File: src/rtl/uart_rx_ctrl.sv
// UART receiver companion: owns the applied frame format and changes it only between frames,
// and buffers completed frames (data + parity/frame flags) in a FWFT FIFO with a sticky overrun.
module uart_rx_ctrl #(
    parameter int DEPTH = 4,
    parameter int DW    = 8
) (
    input  logic          clk_rx,
    input  logic          reset,
    input  logic          cfg_wr,
    input  logic [1:0]    cfg_par,
    input  logic          cfg_d_num,
    input  logic          cfg_s_num,
    output logic [1:0]    par,
    output logic          d_num,
    output logic          s_num,
    output logic          cfg_pending,
    input  logic          rx_busy,
    input  logic          rx_done,
    input  logic [DW-1:0] rx_dout,
    input  logic [2:0]    rx_err,
    input  logic          rd_en,
    output logic [DW-1:0] rd_data,
    output logic [1:0]    rd_err,
    output logic          empty,
    output logic          full,
    output logic          overrun,
    input  logic          ovr_clr
);
    localparam int          AW       = $clog2(DEPTH);
    localparam int          EW       = DW + 2;
    localparam logic [AW:0] FULL_CNT = (AW+1)'(DEPTH);

    typedef enum logic [1:0] {
        ST_RUN       = 2'd0,
        ST_WAIT_IDLE = 2'd1,
        ST_APPLY     = 2'd2
    } cfg_state_t;

    cfg_state_t    state_r, state_next_s;
    logic          shadow_ld_s, apply_s;
    logic [1:0]    sh_par_r, par_r;
    logic          sh_d_num_r, sh_s_num_r, d_num_r, s_num_r, pending_r;

    logic [EW-1:0] mem_r [DEPTH];
    logic [AW-1:0] wr_ptr_r, rd_ptr_r;
    logic [AW:0]   count_r, count_next_s;
    logic          empty_r, full_r, overrun_r;
    logic          push_s, pop_s;
    logic [EW-1:0] wr_entry_s, head_s;

    // The receiver's own overrun bit is not used; overrun is tracked against this FIFO.
    logic          unused_rx_ovr_s;
    assign unused_rx_ovr_s = rx_err[0];

    // Config FSM next-state: shadow latch decisions and apply strobe.
    always_comb begin
        state_next_s = state_r;
        shadow_ld_s  = 1'b0;
        apply_s      = 1'b0;
        case (state_r)
            ST_RUN, ST_APPLY: begin
                apply_s = (state_r == ST_APPLY);
                if (cfg_wr) begin
                    shadow_ld_s  = 1'b1;
                    state_next_s = rx_busy ? ST_WAIT_IDLE : ST_APPLY;
                end else begin
                    state_next_s = ST_RUN;
                end
            end
            ST_WAIT_IDLE: begin
                shadow_ld_s = cfg_wr;
                if (rx_busy) begin
                    state_next_s = ST_WAIT_IDLE;
                end else begin
                    state_next_s = ST_APPLY;
                end
            end
            default: state_next_s = ST_RUN;
        endcase
    end

    // Config state, shadow and applied format registers.
    always_ff @(posedge clk_rx) begin
        if (reset) begin
            state_r    <= ST_RUN;
            sh_par_r   <= 2'd0;
            sh_d_num_r <= 1'b1;
            sh_s_num_r <= 1'b0;
            par_r      <= 2'd0;
            d_num_r    <= 1'b1;
            s_num_r    <= 1'b0;
            pending_r  <= 1'b0;
        end else begin
            state_r   <= state_next_s;
            pending_r <= (state_next_s != ST_RUN);
            if (apply_s) begin
                par_r   <= sh_par_r;
                d_num_r <= sh_d_num_r;
                s_num_r <= sh_s_num_r;
            end
            if (shadow_ld_s) begin
                sh_par_r   <= cfg_par;
                sh_d_num_r <= cfg_d_num;
                sh_s_num_r <= cfg_s_num;
            end
        end
    end

    // FIFO control: a push into a full FIFO is allowed only when a pop frees the head slot.
    always_comb begin
        push_s     = rx_done && (!full_r || rd_en);
        pop_s      = rd_en && !empty_r;
        wr_entry_s = {rx_err[2:1], rx_dout};
        wr_entry_s[DW-1] = rx_dout[DW-1] & d_num_r;
        case ({push_s, pop_s})
            2'b10:   count_next_s = count_r + (AW+1)'(1);
            2'b01:   count_next_s = count_r - (AW+1)'(1);
            default: count_next_s = count_r;
        endcase
        head_s = mem_r[rd_ptr_r];
        if (empty_r) begin
            rd_data = {DW{1'b0}};
            rd_err  = 2'b00;
        end else begin
            rd_data = head_s[DW-1:0];
            rd_err  = head_s[EW-1:DW];
        end
    end

    // FIFO storage; contents are never observed while empty, so no reset is needed.
    always_ff @(posedge clk_rx) begin
        if (push_s) begin
            mem_r[wr_ptr_r] <= wr_entry_s;
        end
    end

    // FIFO pointers, occupancy flags and sticky overrun (set beats clear).
    always_ff @(posedge clk_rx) begin
        if (reset) begin
            wr_ptr_r  <= {AW{1'b0}};
            rd_ptr_r  <= {AW{1'b0}};
            count_r   <= {(AW+1){1'b0}};
            empty_r   <= 1'b1;
            full_r    <= 1'b0;
            overrun_r <= 1'b0;
        end else begin
            if (push_s) begin
                wr_ptr_r <= wr_ptr_r + AW'(1);
            end
            if (pop_s) begin
                rd_ptr_r <= rd_ptr_r + AW'(1);
            end
            count_r <= count_next_s;
            empty_r <= (count_next_s == {(AW+1){1'b0}});
            full_r  <= (count_next_s == FULL_CNT);
            if (rx_done && !push_s) begin
                overrun_r <= 1'b1;
            end else if (ovr_clr) begin
                overrun_r <= 1'b0;
            end
        end
    end

    assign par         = par_r;
    assign d_num       = d_num_r;
    assign s_num       = s_num_r;
    assign cfg_pending = pending_r;
    assign empty       = empty_r;
    assign full        = full_r;
    assign overrun     = overrun_r;

endmodule

File: config.mk
export PLATFORM = sky130hd
export DESIGN_NAME = uart_rx_ctrl
export DESIGN_NICKNAME = d
export VERILOG_FILES = /design/src/rtl/uart_rx_ctrl.sv
export SDC_FILE = /design/constraint.sdc
export NUM_CORES = 1
export LEC_CHECK = 0
export CORE_AREA = 10 10 103 105
export DETAILED_ROUTE_END_ITERATION = 12
export DIE_AREA = 0 0 113 115
export DONT_BUFFER_PORTS = 1
export SYNTH_ARGS = -nofsm -noshare
export SYNTH_HDL_FRONTEND = slang
export SYNTH_SLANG_ARGS = --single-unit
File: constraint.sdc
create_clock -name clk_rx -period 2.7 [get_ports clk_rx]
set_clock_uncertainty 0.1 [all_clocks]
set_input_delay 0 -clock clk_rx [delete_from_list [all_inputs] [get_ports clk_rx]]
set_output_delay 0 -clock clk_rx [all_outputs]
set_load 0.02 [all_outputs]
==> Word level (Yosys, flattened, before mapping) <==
Memory sizes are Yosys's and may differ from the RTL's. A register that Yosys moved wholly into a read port is not among the register bits.
Index checks and enable logic that the tools add are counted.
{ "op_classes": {"eq_ne": 5, "add_sub_neg": 4, "mux": 15, "reduce_logical": 12, "bitwise": 1} }
{ "ops": {"columns": ["cell", "count"], "rows": [
  ["2-bit 2-to-1 mux", 5],
  ["8-bit 2-to-1 mux", 1],
  ["1-bit 2-to-1 mux", 6],
  ["3-bit case mux with 2 select lines", 1],
  ["2-bit by 1-bit adder with 2-bit output, second input constant", 2],
  ["2-bit by 1-bit == test with 1-bit output, second input constant", 2],
  ["2-bit == test, second input constant", 2],
  ["2-bit case mux with 2 select lines", 1],
  ["2-bit nonzero test", 2],
  ["3-bit by 1-bit adder with 3-bit output, second input constant", 1],
  ["3-bit == test, second input constant", 1],
  ["1-bit logical AND", 3],
  ["1-bit logical NOT", 3],
  ["3-bit logical NOT", 1],
  ["3-bit by 1-bit subtractor with 3-bit output, second input constant", 1],
  ["2-bit logical NOT", 1],
  ["1-bit case mux with 2 select lines", 1],
  ["2-bit OR reduction", 1],
  ["1-bit AND", 1],
  ["1-bit logical OR", 1]
]} }
{ "word_totals": {"register_bits": 21, "inputBits": 22, "ramBits": 40, "output_inout_bits": 18, "mem_count": 1, "word_cells": 52} }
{ "memory_table": {"columns": ["name", "words", "word_bits", "read_ports", "rd_clocked_by_memory_dff", "write_ports", "line", "source"], "rows": [
  ["mem_r", 4, 10, 1, 1, 1, "44", "logic [EW-1:0] mem_r [DEPTH];"]
]} }

==> Longest topological paths before layout <==
Gate-level depths: netlist of the first run.
{ "depth": {"ltp_word": 6, "depth_mapped": 7, "ltp_nobuf": 7} }

==> Worst setup path after synthesis of the first run <==
No wires, ideal clock.
{ "synth_path": {"path_kind": "reg-to-reg", "startpoint": "register full_r (netlist: full)", "endpoint": "register empty_r (netlist: empty)", "path_buffers": 0, "path_slack_ns": 0.556, "stages_incl_launch_ff": 8, "t_arrival_ns": 1.922, "required_time_ns": 2.478, "period_less_slack_ns": 2.144, "setup_time_ns": 0.122, "cell_sequence": "dfxtp_1 > nand2b_1 > nand2_1 > ha_1 > fa_1 > xnor2_1 > or4_4 > o311a_1"} }
{ "synth_via": {"elab_chain_len": 6, "elab_cells_between_ends": 7, "classes_between": "eq/ne (2); mux (1); reduce/logical (4)"} }
{ "synth_lines": {"columns": ["item", "line", "source"], "rows": [
  ["from (decl)", "47", "logic empty_r, full_r, overrun_r;"],
  ["from (signal assigned)", "155", "full_r <= (count_next_s == FULL_CNT);"],
  ["1-bit logical NOT *", "111", "push_s = rx_done && (!full_r || rd_en);"],
  ["1-bit logical OR *", "111", null],
  ["1-bit logical AND *", "111", null],
  ["2-bit by 1-bit == test with 1-bit output or 2-bit == test (tied branches)", "115", "case ({push_s, pop_s})"],
  ["3-bit case mux with 2 select lines *", "115", null],
  ["3-bit logical NOT *", "154", "empty_r <= (count_next_s == {(AW+1){1'b0}});"],
  ["to (signal assigned)", "154", null],
  ["to (decl)", "47", null]
]} }
Mark *: on every way between the ends. The rest lies on a longest branch, timed or not.
A chain may end at the register's enable or synchronous reset.

==> Worst setup path in the final report of the first run <==
Ends and elaborated chain as after synthesis.

==> run metrics, run 1 <==
Root Buffer=clkbuf_8; final hold viol count=0; R2R Path Start=full$_SDFF_PP0_; CTS tree=done; largest fanout on the critical path=7; Setup WS post-layout=0.3991 ns; Placement Rows=34; post-synth top area cell=edfxtp_1; DRT antenna net count=0; Max stage delay on crit path=0.45 ns; pwr/cell area=794.8 nW/um^2; Worst Hold Class=in2reg; highest clock rate=0.4346 GHz; CP bufs+invs=0; Slew Viols, Final=0; maximum vdd drop=0.0002892 V; max_slew headroom=48.82%; Hold Path Stages=4; Critical Path RT=2.83 ns; Syn. warnings=0; clock sinks=63; ant diodes=0; port buffer count=0; placed wire-length estimate=3062 um; R2R depth=7; Worst R2R End=empty$_SDFF_PP1_; Vias/cell=4.337; Worst R2R Setup Slack=0.40 ns; top cells by area, synth=edfxtp_1, dfxtp_1, mux4_2; first-pass GRT wire length=7500 um; Leak=1.055 nW; crit path DAT=2.43 ns; Top delay family on crit path=simple AND/OR/NAND/NOR gates; Die Ht=115 um; Cell Area, Placed=2590 sq um; predominant post-synthesis flop cell=edfxtp_1; share of cells above drive strength 1=15.15%; startpoint class of the critical path=flip-flop; detailed router's first-iteration violation count=47; final total power=2.420 mW; Seq/Total Area, Yosys=66.57%; pre-CTS WS=0.4113 ns; top-area cell type share of the netlist area=48.12%; grt total ovfl=0; Synth cell types=31; async set-or-reset flop fraction in the synthesized netlist=0%; Min-Delay Endpoint=count_r[0]$_SDFF_PP0_; critical path type=reg2reg; final-layout fill cell count=809; Nets=221; Core Region=8551 sq um; Final Cell Area=3045 sq um; CP max-delay cell=or4_4; final setup vio count=0; max cap viols=0; RSZ-0062 raised after global routing=no; total wire length=4686 um; Starting Density=29.19%; Post-synth EDFFs=40; most frequent cell after synthesis=edfxtp_1; H-tree depth=3; hold_ws=0.08784 ns; Worst-Margin Slew=0.7652 ns; synth cell count leaders=edfxtp_1, dfxtp_1, nor2b_1, nor2_1, mux4_2; Layout area overhead=22.00%; Post CTS Setup Buffer Count=0; CTS max path bufs=2; outcome=finished clean; Post-Syn Instances=163; Ports=40; Post-Layout Cell Count=306; fin util=35.62%; Total GRT Usage=7.502%; Syn Nets=191; Reg clk slew, reported paths=0.07 ns; residual DRC count=0; die footprint=13,000 sq um; Setup TNS=0 ns; WL per Instance=15.31 um; final period utilization=85.22%; worst-skew pair later-pin latency=0.33 ns; Synth Register Bits=63; vias in the first global route=1,414; Syn Area/Cell=15.31 sq um; antenna violations before repair=0; DRT Pass-1 Iters=4; die width=113 um; Hold Startpoint=rx_done; Tmin final=2.301 ns; largest net degree at the start of global routing=21; CP Capture Type=flip-flop; via count of the routed design=1,327; Synth Cell Area=2496 sq um; CP Cell Sequence=nand2b_1 -> nand2_1 -> ha_1 -> fa_1 -> xnor2_1 -> or4_4 -> o311a_1; GPL Wtd Cong=0.7167; Placed Cells=264; CTS Buf Count=9
==> placed cells by master, fill, tap and decap left out, types with 3 or more instances in the layout <==
| master | Yosys | routed |
|---|---|---|
| edfxtp_1 | 40 | 40 |
| dlygate4sd3_1 | 0 | 26 |
| dfxtp_1 | 23 | 23 |
| nor2b_1 | 18 | 18 |
| nor2_1 | 13 | 13 |
| mux4_2 | 10 | 10 |
| clkbuf_8 | 0 | 9 |
| mux2i_1 | 7 | 7 |
| a21oi_1 | 5 | 5 |
| ha_1 | 5 | 5 |
| and3_1 | 4 | 4 |
| inv_1 | 3 | 3 |
| nand2b_1 | 3 | 3 |
| nand2_1 | 3 | 3 |
| o21ai_0 | 3 | 3 |
| clkinvlp_4 | 0 | 3 |
==> sequential cells by signal (all words and copies together), names as in the netlist, named ones only <==
name,count
mem_r,40
count_r,3
par,2
rd_ptr_r,2
sh_par_r,2
state_r,2
wr_ptr_r,2
cfg_pending,1
d_num,1
empty,1
full,1
overrun,1
s_num,1
sh_d_num_r,1
sh_s_num_r,1
==> worst max-delay path by stage <==
| stage | slack [ns] | cells past startpoint | endpoint | start |
|---|---|---|---|---|
| after floorplan | 0.56 | 7 | empty$_SDFF_PP1_ | full$_SDFF_PP0_ |
| after global placement | 0.43 | 7 | empty$_SDFF_PP1_ | full$_SDFF_PP0_ |
| after CTS | 0.40 | 7 | empty$_SDFF_PP1_ | full$_SDFF_PP0_ |
| final | 0.40 | 7 | empty$_SDFF_PP1_ | full$_SDFF_PP0_ |
| after detailed placement | 0.41 | 7 | empty$_SDFF_PP1_ | full$_SDFF_PP0_ |
| after global routing | 0.25 | 7 | empty$_SDFF_PP1_ | full$_SDFF_PP0_ |
==> worst reg2reg max path, cell delays in order (launching register included) <==
cell,delay (ns)
dfxtp_1,0.39
nand2b_1,0.22
nand2_1,0.09
ha_1,0.24
fa_1,0.39
xnor2_1,0.17
or4_4,0.45
o311a_1,0.14
==> final cells by class <==
type / count / area (sq um) / share of cell area, %
inverters: 3 / 11.26 / 0.3698
clock inverters: 7 / 71.32 / 2.342
multi-input cells: 89 / 774.5 / 25.43
clock buffers: 9 / 123.9 / 4.067
repair buffers: 27 / 267.8 / 8.792
well taps: 108 / 135.1 / 4.437
flip-flops and latches: 63 / 1662 / 54.56
==> per-layer routing <==
metal	track usage [%]	share of wire (%)	wire, um
met2	12.02	48	2244
met4	3.299	1.5	68
met3	4.323	8.7	407
met1	7.922	42	1966
met5	0	0	0
==> kinds of logic (layout without fill, tap and decap cells) <==
group | Yosys count | after routing | share of synthesized area, %
xor+xnor | 4 | 4 | 1.404
mux | 17 | 17 | 11.83
simple gates | 49 | 49 | 10.98
fa+ha+maj | 6 | 6 | 3.308
compound gates | 13 | 13 | 3.509
flops | 63 | 63 | 66.57
buf+inv | 11 | 46 | 2.406
==> repair_timing <==
action                     4_1_cts  5_1_grt
setup endpoints to repair        0        0
resized for setup                0        0
hold endpoints to repair        63        0
hold buffers                    26        0
==> where the power goes <==
part,internal (mW),switching (mW),total [mW],leakage [nW]
clock,0.425,0.366,0.791,0.0916
combinational,0.205,0.243,0.448,0.407
sequential,1.10,0.0781,1.18,0.556
Note: power is estimated with default switching activity, not from simulation.
==> run 2: changes to the inputs <==
clock period = 2.4 ns   (was 2.7 ns; I/O delays follow)
==> run metrics, run 2 (synthesis gave the netlist of run 1 again) <==
die footprint=13,000 sq um (unchanged); CTS tree=done (unchanged); Critical Path Most Common Cell=dlygate4sd3_1; DRT antenna net count=0 (unchanged); Top delay family on crit path=buffers and inverters (was simple AND/OR/NAND/NOR gates); Leak=1.080 nW (was 1.055 nW); Tmin final=2.227 ns (was 2.301 ns); detailed router's first-iteration violation count=44 (was 47); fin util=36.23% (was 35.62%); maximum vdd drop=0.0005313 V (was 0.0002892 V); die width=113 um (unchanged); CP Capture Type=flip-flop (unchanged); critical path type=reg2reg (unchanged); most common cell after layout, fill and taps aside=edfxtp_1 (unchanged); CP bufs+invs=3 (was 0); Post CTS Setup Buffer Count=0 (unchanged); Critical Path RT=2.52 ns (was 2.83 ns); Die Ht=115 um (unchanged); Vias/cell=4.290 (was 4.337); grt total ovfl=0 (unchanged); max cap viols=0 (unchanged); Worst Hold Class=in2reg (unchanged); total wire length=4573 um (was 4686 um); startpoint class of the critical path=flip-flop (unchanged); Root Buffer=clkbuf_8 (unchanged); pre-CTS WS=0.2216 ns (was 0.4113 ns); max reg flops=40 (unchanged); vias in the first global route=1,454 (was 1,414); GPL Wtd Cong=0.7120 (was 0.7167); outcome=finished clean (unchanged); Setup WS post-layout=0.1728 ns (was 0.3991 ns); hold_buf cts=27 (was 26); Total GRT Usage=7.473% (was 7.502%); placed wire-length estimate=3119 um (was 3062 um); worst-skew pair later-pin latency=0.32 ns (was 0.33 ns); Starting Density=29.19% (unchanged); antenna violations before repair=1 (was 0); final total power=2.837 mW (was 2.420 mW); share of cells above drive strength 1=15.42% (was 15.15%); RSZ-0062 raised after global routing=no (unchanged); Setup TNS=0 ns (unchanged); CTS Buf Count=9 (unchanged); H-tree depth=3 (unchanged); clock sinks=63 (unchanged); highest clock rate=0.4490 GHz (was 0.4346 GHz); Worst-Margin Slew=0.7877 ns (was 0.7652 ns); crit path DAT=2.34 ns (was 2.43 ns); largest fanout on the critical path=4 (was 7); final period utilization=92.80% (was 85.22%); final hold viol count=0 (unchanged); WL per Instance=14.75 um (was 15.31 um); Reg clk slew, reported paths=0.07 ns (about the same); CTS max path bufs=2 (unchanged); Core Region=8551 sq um (unchanged); Slew Viols, Final=0 (unchanged); Ports=40 (unchanged); Top Registers=mem_r (40), count_r (3) (unchanged); CP Cell Sequence=inv_1 -> ha_1 -> nand3_1 -> dlygate4sd3_1 -> a21oi_1 -> dlygate4sd3_1 (was nand2b_1 -> nand2_1 -> ha_1 -> fa_1 -> xnor2_1 -> or4_4 -> o311a_1); first-pass GRT wire length=7486 um (was 7500 um); via count of the routed design=1,330 (was 1,327); DRT Pass-1 Iters=4 (unchanged); Placement Rows=34 (unchanged); Nets=224 (was 221); largest net degree at the start of global routing=21 (unchanged); port buffer count=0 (unchanged); largest reg by FF count=mem_r (unchanged); Layout area overhead=24.11% (was 22.00%); max_slew headroom=47.31% (was 48.82%); CP max-delay cell=dlygate4sd3_1 (was or4_4); commonest cells after routing, fill and taps aside=edfxtp_1, dlygate4sd3_1, dfxtp_1 (unchanged); pwr/cell area=915.8 nW/um^2 (was 794.8 nW/um^2); post-CTS resize count=0 (unchanged); final setup vio count=0 (unchanged); Max stage delay on crit path=0.59 ns (was 0.45 ns); residual DRC count=0 (unchanged)
==> run 2: cell types whose count changed in the layout (fill, tap and decap cells not counted) <==
| cell | delta |
|---|---|
| buf_4 | +2 |
| clkinv_4 | +1 |
| diode_2 | +1 |
| clkinv_2 | -2 |
| dlygate4sd3_1 | +1 |
| clkinvlp_4 | -1 |
| clkinv_1 | +1 |
| bufinv_16 | +1 |
==> run 2: cell type report <==
type / instances / area, sq um
diodes: 1 / 2.502
clock buffers: 9 / 123.9
clock inverters: 7 / 96.34
fillers: 794 / 5453
inverters: 3 / 11.26
multi-input cells: 89 / 774.5
flip-flops and latches: 63 / 1662
well taps: 108 / 135.1
repair buffers: 30 / 292.8
==> run 2: final timing paths <==
kind	end	slack, ns	cells after the start	startpoint
setup / recovery	wr_ptr_r[1]$_SDFFE_PP0P_	0.17	6	wr_ptr_r[0]$_SDFFE_PP0P_
hold / removal	count_r[0]$_SDFF_PP0_	0.09	4	rx_done
setup reg to reg	wr_ptr_r[1]$_SDFFE_PP0P_	0.17	6	wr_ptr_r[0]$_SDFFE_PP0P_
hold reg to reg	d_num$_SDFFE_PP1P_	0.37	1	sh_d_num_r$_SDFFE_PP1P_
==> run 2: worst min-delay path, cell delays in order <==
cell and delay, ns:
nand2_1 0.05, ha_1 0.26, xor2_1 0.10, nor2_1 0.08
==> run 2: report_power, final <==
| part | leakage (nW) | switching (mW) | internal, mW | total, mW |
|---|---|---|---|---|
| registers | 0.556 | 0.0573 | 1.24 | 1.30 |
| clock network | 0.103 | 0.408 | 0.586 | 0.994 |
| logic | 0.420 | 0.303 | 0.241 | 0.544 |
| total | 1.08 | 0.769 | 2.07 | 2.84 |
==> run 2: metal layers <==
layer	up-vias	share of wire, %	track usage (%)
met5	-	0	0
met1	633	42	7.775
li1	661	-	-
met2	32	49	12.17
met3	4	8.4	4.844
met4	0	0.79	2.284
==> run 2: per-stage QoR <==
step	instances	cell area, sq um	hold WS, ns
global placement	266	2605	-0.02767
floorplan	163	2496	-0.02839
detailed placement	266	2605	-0.02453
CTS	309	3095	0.07680
finish	310	3098	0.08746
global route	310	3098	0.1187
==> run 3: changes to the inputs <==
SETUP_SLACK_MARGIN = 0.3   (was unset)
==> run metrics, run 3 (synthesis gave the netlist of run 1 again) <==
largest net degree at the start of global routing=21 (unchanged); Vias/cell=4.369 (was 4.290); die width=113 um (unchanged); GPL Wtd Cong=0.7380 (was 0.7120); R2R Path Start=full$_SDFF_PP0_ (was wr_ptr_r[0]$_SDFFE_PP0P_); Tmin final=2.042 ns (was 2.227 ns); Critical Path RT=2.52 ns (about the same); ant diodes=0 (was 1); Nets=224 (unchanged); CP Cell Sequence=nand2b_4 -> nand2_2 -> ha_4 -> fa_2 -> xnor2_2 -> or4_4 -> o311a_1 (was inv_1 -> ha_1 -> nand3_1 -> dlygate4sd3_1 -> a21oi_1 -> dlygate4sd3_1); Max stage delay on crit path=0.44 ns (was 0.59 ns); final hold viol count=2 (was 0); max reg flops=40 (unchanged); maximum vdd drop=0.0002757 V (was 0.0005313 V); CTS max path bufs=2 (unchanged); Hold Startpoint=rx_done (unchanged); final total power=2.751 mW (was 2.837 mW); final setup vio count=0 (unchanged); pwr/cell area=887.1 nW/um^2 (was 915.8 nW/um^2); crit path DAT=2.17 ns (was 2.34 ns); Top Registers=mem_r (40), count_r (3) (unchanged); Die Ht=115 um (unchanged); max cap viols=0 (unchanged); final period utilization=85.10% (was 92.80%); Ports=40 (unchanged); largest fanout on the critical path=5 (was 4); Cell Area, Placed=2606 sq um (was 2605 sq um); hold_ws=-0.02449 ns (was 0.08746 ns); CP max-delay cell=or4_4 (was dlygate4sd3_1); residual DRC count=0 (unchanged); Core Region=8551 sq um (unchanged); Layout area overhead=24.21% (was 24.11%); CP Capture Type=flip-flop (unchanged); critical path type=reg2reg (unchanged); Critical path origin=full$_SDFF_PP0_ (was wr_ptr_r[0]$_SDFFE_PP0P_); WL per Instance=15.37 um (was 14.75 um); Placed Cells=265 (was 266); Worst Hold Class=in2reg (unchanged); first-pass GRT wire length=7700 um (was 7486 um); commonest cells after routing, fill and taps aside=edfxtp_1, dlygate4sd3_1, dfxtp_1 (unchanged); most common cell after layout, fill and taps aside=edfxtp_1 (unchanged); grt total ovfl=0 (unchanged); worst-skew pair later-pin latency=0.33 ns (was 0.32 ns); port buffer count=0 (unchanged); Final Cell Area=3100 sq um (was 3098 sq um); failing checks=hold timing; Starting Density=29.19% (unchanged); Root Buffer=clkbuf_8 (unchanged); Reg clk slew, reported paths=0.07 ns (about the same); RSZ-0062 raised after global routing=no (unchanged); Placement Rows=34 (unchanged); placed wire-length estimate=3110 um (was 3119 um); highest clock rate=0.4896 GHz (was 0.4490 GHz); Total GRT Usage=7.801% (was 7.473%); vias in the first global route=1,445 (was 1,454); total wire length=4749 um (was 4573 um); largest reg by FF count=mem_r (unchanged); Setup TNS=0 ns (unchanged); CTS tree=done (unchanged); DRT antenna net count=0 (unchanged); Worst-Margin Slew=0.8069 ns (was 0.7877 ns); Post-Layout Cell Count=309 (was 310); antenna violations before repair=0 (was 1); startpoint class of the critical path=flip-flop (unchanged); Slew Viols, Final=0 (unchanged); H-tree depth=3 (unchanged); detailed router's first-iteration violation count=49 (was 44); die footprint=13,000 sq um (unchanged); DRT Pass-1 Iters=4 (unchanged); CTS Buf Count=9 (unchanged); via count of the routed design=1,350 (was 1,330); max_slew headroom=46.03% (was 47.31%); share of cells above drive strength 1=18.41% (was 15.42%); clock sinks=63 (unchanged); Leak=1.075 nW (was 1.080 nW); outcome=finished with violations (was finished clean); fin util=36.26% (was 36.23%)
run 3: worst paths after layout:
path | end | slack (ns) | cells after the start
max | empty$_SDFF_PP1_ | 0.36 | 7
min | count_r[1]$_SDFF_PP0_ | -0.02 | 4
max reg2reg | empty$_SDFF_PP1_ | 0.36 | 7
min reg2reg | d_num$_SDFFE_PP1P_ | 0.36 | 1
run 3: worst max-delay path, delay by kind of cell, from the launching register on:
family	cells	cell delay, ns
xor gates and xnor gates	1	0.16
adders and majority gates	2	0.55
AOI/OAI and AO/OA	1	0.14
DFF	1	0.38
and+or+nand+nor	3	0.61
run 3: routing by layer:
layer	wire (um)	share of wire, %	global-route usage [%]
met1	1979	42	8.152
met2	2402	51	12.67
met3	307	6.5	4.010
met4	59	1.2	4.061
met5	0	0	0
run 3: what timing repair did:
action                                 in CTS  in global routing
setup endpoints to repair                   2                  2
pin swaps                                   0                  1
endpoints found under the hold margin      63                  1
hold buffers                               26                  1
setup buffers                               0                  1
resized for setup                           2                  4
run 3: area by class of cell:
| class | instances | area, sq um |
|---|---|---|
| clock buffer | 10 | 127.6 |
| clock inverter | 6 | 61.31 |
| fill | 818 | 5450 |
| sequential | 63 | 1665 |
| multi-input combinational | 89 | 807.0 |
| tap | 108 | 135.1 |
| inverter | 3 | 11.26 |
| timing repair buffer | 30 | 292.8 |
run 3: report_power, final:
group | total (mW) | internal [mW] | switching [mW]
logic | 0.571 | 0.261 | 0.311
clock network | 0.874 | 0.476 | 0.399
registers | 1.30 | 1.24 | 0.0622
total | 2.75 | 1.98 | 0.771
run 3: through the flow:
stage / setup slack, ns / hold WS, ns
2_1_floorplan: 0.3181 / -0.02839
3_3_place_gp: 0.2902 / -0.02709
3_5_place_dp: 0.2712 / -0.02382
4_1_cts: 0.3029 / 0.01663
5_1_grt: 0.2965 / -0.005784
6_report: 0.3575 / -0.02449
